--- src/rtl/seq_mul_pkg.sv ---
// rtl/seq_mul_pkg.sv - shared types and helpers for the shift-add multiplier
// Contents:
//   state_e : controller states IDLE / CALC / DONE
//   MAG_W   : working width of mag(); operands up to MAG_W-1 bits are supported
//   mag()   : two's-complement magnitude of a sign-extended operand
package seq_mul_pkg;

   typedef enum logic [1:0] {
      IDLE = 2'd0,
      CALC = 2'd1,
      DONE = 2'd2
   } state_e;

   localparam int MAG_W = 64;

   // The caller sign-extends its operand to MAG_W bits when signed.
   // The most-negative value maps to 2^(W-1). That value fits the unsigned
   // W-bit field once the caller truncates the result back to W bits.
   function automatic logic [MAG_W-1:0] mag(input logic [MAG_W-1:0] v, input logic s);
      return (s && v[MAG_W-1]) ? -v : v;
   endfunction

endpackage

--- src/rtl/seq_mul_ctrl.sv ---
// rtl/seq_mul_ctrl.sv - FSM and bit counter for the shift-add multiplier
// Ports:
//   clk, rst_n : clock, asynchronous active-low reset
//   start      : operation request, honoured in IDLE or DONE
//   zero       : either operand is zero (early exit)
//   load       : strobe, load operands and start CALC
//   shift      : strobe, retire one multiplier bit this edge
//   finish     : strobe, write the product register this edge
//   busy, done : registered status outputs
module seq_mul_ctrl
   import seq_mul_pkg::*;
#(
   parameter int WIDTH = 8
) (
   input  logic clk,
   input  logic rst_n,
   input  logic start,
   input  logic zero,
   output logic load,
   output logic shift,
   output logic finish,
   output logic busy,
   output logic done
);

   localparam int CW = $clog2(WIDTH);

   state_e          state;
   logic [CW-1:0]   cnt;
   logic            accept;
   logic            last;

   assign accept = start && (state == IDLE || state == DONE);
   assign last   = (cnt == CW'(WIDTH - 1));
   assign load   = accept && !zero;
   assign shift  = (state == CALC);
   // The early exit also writes product (as zero), so finish covers both paths.
   assign finish = (shift && last) || (accept && zero);

   always_ff @(posedge clk or negedge rst_n) begin
      if (!rst_n) begin
         state <= IDLE;
         cnt   <= '0;
         busy  <= 1'b0;
         done  <= 1'b0;
      end else begin
         case (state)
            IDLE, DONE: begin
               if (accept && zero) begin
                  state <= DONE;
                  done  <= 1'b1;
                  busy  <= 1'b0;
               end else if (accept) begin
                  state <= CALC;
                  cnt   <= '0;
                  busy  <= 1'b1;
                  done  <= 1'b0;
               end else begin
                  state <= IDLE;
                  done  <= 1'b0;
                  busy  <= 1'b0;
               end
            end
            CALC: begin
               cnt <= cnt + 1'b1;
               if (last) begin
                  state <= DONE;
                  busy  <= 1'b0;
                  done  <= 1'b1;
               end
            end
            default: begin
               state <= IDLE;
               busy  <= 1'b0;
               done  <= 1'b0;
            end
         endcase
      end
   end

endmodule

--- src/rtl/seq_mul_shift_add.sv ---
// rtl/seq_mul_shift_add.sv - sequential shift-add multiplier, unsigned or signed
// Ports:
//   clk, rst_n  : clock, asynchronous active-low reset
//   start       : request, accepted in IDLE or DONE
//   a, b        : multiplicand / multiplier, sampled on the accepting edge
//   signed_mode : 1 = two's-complement operands
//   busy        : high while calculating
//   done        : one-cycle pulse, product valid from this cycle
//   product     : 2*WIDTH result, held until the next result is written
// WIDTH must be at least 2 and below MAG_W.
module seq_mul_shift_add
   import seq_mul_pkg::*;
#(
   parameter int WIDTH = 8
) (
   input  logic               clk,
   input  logic               rst_n,
   input  logic               start,
   input  logic [WIDTH-1:0]   a,
   input  logic [WIDTH-1:0]   b,
   input  logic               signed_mode,
   output logic               busy,
   output logic               done,
   output logic [2*WIDTH-1:0] product
);

   logic [WIDTH-1:0]   mcand;
   logic [WIDTH-1:0]   mq;
   logic [WIDTH-1:0]   hi;
   logic               neg;
   logic               load;
   logic               shift;
   logic               finish;
   logic               zero;
   logic [MAG_W-1:0]   a_ext;
   logic [MAG_W-1:0]   b_ext;
   logic [WIDTH:0]     sum;
   logic [2*WIDTH-1:0] nxt;
   logic [2*WIDTH-1:0] res;

   assign zero  = (a == '0) || (b == '0);
   assign a_ext = {{(MAG_W-WIDTH){signed_mode & a[WIDTH-1]}}, a};
   assign b_ext = {{(MAG_W-WIDTH){signed_mode & b[WIDTH-1]}}, b};

   // The upper half adds the multiplicand with its carry kept. Then
   // {carry, hi, mq} moves right one place, and mq's LSB drops out.
   assign sum = {1'b0, hi} + (mq[0] ? {1'b0, mcand} : '0);
   assign nxt = {sum, mq[WIDTH-1:1]};
   assign res = neg ? -nxt : nxt;

   seq_mul_ctrl #(.WIDTH(WIDTH)) u_ctrl (
      .clk    (clk),
      .rst_n  (rst_n),
      .start  (start),
      .zero   (zero),
      .load   (load),
      .shift  (shift),
      .finish (finish),
      .busy   (busy),
      .done   (done)
   );

   always_ff @(posedge clk or negedge rst_n) begin
      if (!rst_n) begin
         mcand   <= '0;
         mq      <= '0;
         hi      <= '0;
         neg     <= 1'b0;
         product <= '0;
      end else begin
         if (load) begin
            mcand <= WIDTH'(mag(a_ext, signed_mode));
            mq    <= WIDTH'(mag(b_ext, signed_mode));
            hi    <= '0;
            neg   <= signed_mode & (a[WIDTH-1] ^ b[WIDTH-1]);
         end else if (shift) begin
            {hi, mq} <= nxt;
         end
         // finish outside CALC is the zero-operand exit.
         if (finish)
            product <= shift ? res : '0;
      end
   end

endmodule

--- config.mk ---
export PLATFORM = sky130hd
export DESIGN_NAME = seq_mul_shift_add
export DESIGN_NICKNAME = d
export VERILOG_FILES = /design/src/rtl/seq_mul_pkg.sv /design/src/rtl/seq_mul_ctrl.sv /design/src/rtl/seq_mul_shift_add.sv
export SDC_FILE = /design/constraint.sdc
export NUM_CORES = 1
export LEC_CHECK = 0
export ABC_AREA = 1
export CAP_MARGIN = 20
export CORE_MARGIN = 1
export CORE_UTILIZATION = 55
export DETAILED_ROUTE_END_ITERATION = 8
export PLACE_DENSITY = 0.82
export RECOVER_POWER = 100
export SLEW_MARGIN = 20
export SYNTH_ARGS = -nofsm -noshare
export SYNTH_HDL_FRONTEND = slang
export SYNTH_SLANG_ARGS = --single-unit
--- constraint.sdc ---
create_clock -name clk -period 2.5 [get_ports clk]
set_clock_uncertainty 0.1 [all_clocks]
set_input_delay 0.375 -clock clk [delete_from_list [all_inputs] [get_ports clk]]
set_output_delay 0.375 -clock clk [all_outputs]
set_load 0.02 [all_outputs]
==> impl_metrics.env <==
export IMPL_cts_made_buffers=5
export IMPL_start_util=0.577
export IMPL_power_leakage_nw=1.77
export IMPL_drcViolationCount=0
export IMPL_dpl_hpwl_mm=4.80
export IMPL_track_usage=0.246
export IMPL_antenna_found_initial=0
export IMPL_cts_tree="done"
export IMPL_drv_slew=0
export IMPL_portBuffers=37
export IMPL_drt_iter0_drc=177
export IMPL_die_w_um=75.4
export IMPL_ant_nets=0
export IMPL_cts_max_path_buffers=2
export IMPL_yosys_warnings=0
export IMPL_synth_edf_count=0
export IMPL_drive_gt1_frac=0.0843
export IMPL_tightest_slew_ns=1.11
export IMPL_grt_start_max_net_pins=47
export IMPL_routedWlPerCell_um=12.4
export IMPL_synth_common_cells="93 x nand2_1, 51 x inv_1, 46 x dfrtp_1, 33 x o21ai_0, 25 x nand3_1"
export IMPL_drv_cap=0
export IMPL_avgSynthCellArea_um2=7.74
export IMPL_peakVddDrop_v=0.000455
export IMPL_fin_setup_tns_ns=0
export IMPL_synthMostInstantiatedCell="nand2_1"
export IMPL_grt_pass1_wl_mm=10.6
export IMPL_dominantRegCellSynth="dfrtp_1"
export IMPL_finalPower_w=0.00416
export IMPL_setup_viol=0
export IMPL_min_delay_path_depth=1
export IMPL_num_antenna_cells=0
export IMPL_fin_ws_ns=0.186
export IMPL_fin_util=0.676
export IMPL_path_clk_slew_ns=0.09
export IMPL_max_stage_delay_ns=0.55
export IMPL_fin_crit_ns=2.31
export IMPL_ys_ff_latch=46
export IMPL_htree_num_levels=2
export IMPL_synthTopCellsByArea="dfrtp_1 39%, nand2_1 12%, inv_1 6.5%, o21ai_0 5.6%, ha_1 5.5%"
export IMPL_pre_cts_ws_ns=0.125
export IMPL_crit_fanout=9
export IMPL_vias=2611
export IMPL_totalWireLength_mm=6.18
export IMPL_r2r_cells=14
export IMPL_clock_latency_ns=0.31
export IMPL_boundaryPins=38
export IMPL_syn_nets=417
export IMPL_cts_num_sinks=46
export IMPL_synth_async_reset_ratio=1.00
export IMPL_grt_pass1_vias=2434
export IMPL_clock_root_buffer="clkbuf_8"
export IMPL_run_status="finished, final reports clean"
export IMPL_criticalPathCategory="in2reg"
export IMPL_hold_class="reg2reg"
export IMPL_syn_cell_area_mm2=0.00296
export IMPL_multiInputGateArea_mm2=0.00151
export IMPL_coreArea_mm2=0.00514
export IMPL_nets=460
export IMPL_nFillCells=478
export IMPL_die_area_mm2=0.00569
export IMPL_first_pass_iters=6
export IMPL_cp_slowest_cell="dlygate4sd3_1"
export IMPL_syn2layout_area_growth_pct=17.2
export IMPL_fp_dieH_um=75.4
export IMPL_p_per_area_mw_per_mm2=1200
export IMPL_rows=26
export IMPL_cp_cell_sequence="dlygate4sd3_1 > inv_1 > ha_1 > inv_1 > nor3_4 > nand3_1 > nand2_1 > nand3_4 > nand2_1 > mux2_2"
export IMPL_overflow=0
export IMPL_syn_inst=383
export IMPL_cp_end_kind="flop"
export IMPL_synth_yosys_seq_area_share=0.388
export IMPL_cp_required_ns=2.60
export IMPL_ff_latch_area_mm2=0.00115
export IMPL_post_cts_setup_buffer_count=0
export IMPL_grt_setup_unrepaired="no"
export IMPL_post_route_period_util=0.926
export IMPL_arrival_ns=2.41
export IMPL_final_hold_viol_count=0
export IMPL_yosysTopAreaCell="dfrtp_1"
export IMPL_globalplace_congestion=0.816
export IMPL_maxSlewHeadroom=0.262
export IMPL_start_kind="input port"
export IMPL_fmax_mhz=432
export IMPL_synth_top_area_share=0.388
export IMPL_viasPerCell=5.25
export IMPL_yosysUniqueCellTypes=36
-- routing by layer --
metal	global-route usage	up-vias	part of all wire
li1	-	1333	-
met4	0.0967	0	0.015
met1	0.323	1185	0.46
met5	0	-	0
met2	0.404	86	0.47
met3	0.0476	7	0.054
-- flip-flops by register name (all words and copies together), names as in the netlist --
signal and count:
product 16, hi 8, mcand 8, mq 8
u_ctrl.cnt 3, neg 1, u_ctrl.busy 1, u_ctrl.state 1
-- kinds of logic after synthesis --
group / after synthesis / share of synthesized area
simple gates: 173 / 0.266
compound gates: 67 / 0.134
buf+inv: 65 / 0.0924
flops: 46 / 0.388
xor+xnor: 16 / 0.0498
fa+ha+maj: 14 / 0.0616
mux: 2 / 0.00760
-- final timing paths --
path                                           start                        end  slack, ns
min reg2reg                u_ctrl.cnt[0]$_DFFE_PN0P_  u_ctrl.cnt[0]$_DFFE_PN0P_       0.39
max                                             a[0]     product[4]$_DFFE_PN0P_       0.19
max in group asynchronous                      rst_n       mcand[4]$_DFFE_PN0P_       0.84
max reg2reg                        mq[0]$_DFFE_PN0P_    product[15]$_DFFE_PN0P_       0.21
min in group asynchronous                      rst_n     product[9]$_DFFE_PN0P_       0.79
min                        u_ctrl.cnt[0]$_DFFE_PN0P_  u_ctrl.cnt[0]$_DFFE_PN0P_       0.39
-- through the flow --
stage	cell area [µm²]	instances	hold slack, ns
2_1_floorplan	2960	383	-0.0206
3_3_place_gp	3420	488	0.271
3_5_place_dp	3420	488	0.272
4_1_cts	3520	497	0.393
5_1_grt	3470	497	0.417
6_report	3470	497	0.388
-- worst max-delay path, delay by kind of cell --
| family | cells | cell delay, ns |
|---|---|---|
| adder cells (fa/ha/maj) | 1 | 0.16 |
| buffers and inverters | 3 | 0.69 |
| multiplexers | 1 | 0.38 |
| AND/OR/NAND/NOR | 5 | 0.80 |
-- cells in the final DEF, fill, tap and decap left out, types with 6 or more instances in the layout --
master,instances
inv_1,51
nor3_1,8
a21oi_1,9
xor2_1,12
o21ai_0,35
dfrtp_1,46
nor2_1,24
nand2_1,97
clkdlybuf4s50_1,17
buf_4,6
nand3_1,26
ha_1,13
dlygate4sd3_1,20
-- repair_timing --
action                                 4_1_cts  5_1_grt
resized for setup                            0        1
setup endpoints to repair                    0        1
endpoints found under the hold margin       46        0
hold buffers                                 1        0
-- where the power goes --
group,internal [W],switching (W)
logic,0.000936,0.00146
registers,0.00109,0.000226
clock network,0.000197,0.000251
total,0.00223,0.00194
-- final cells by class --
class,instances,share of cell area
timing repair buffer,46,0.124
inverter,55,0.0594
clock buffer,6,0.0209
clock inverter,2,0.00396
sequential,46,0.331
multi-input combinational,272,0.436
tap,70,0.0252
Note: power is estimated with default switching activity, not from simulation.
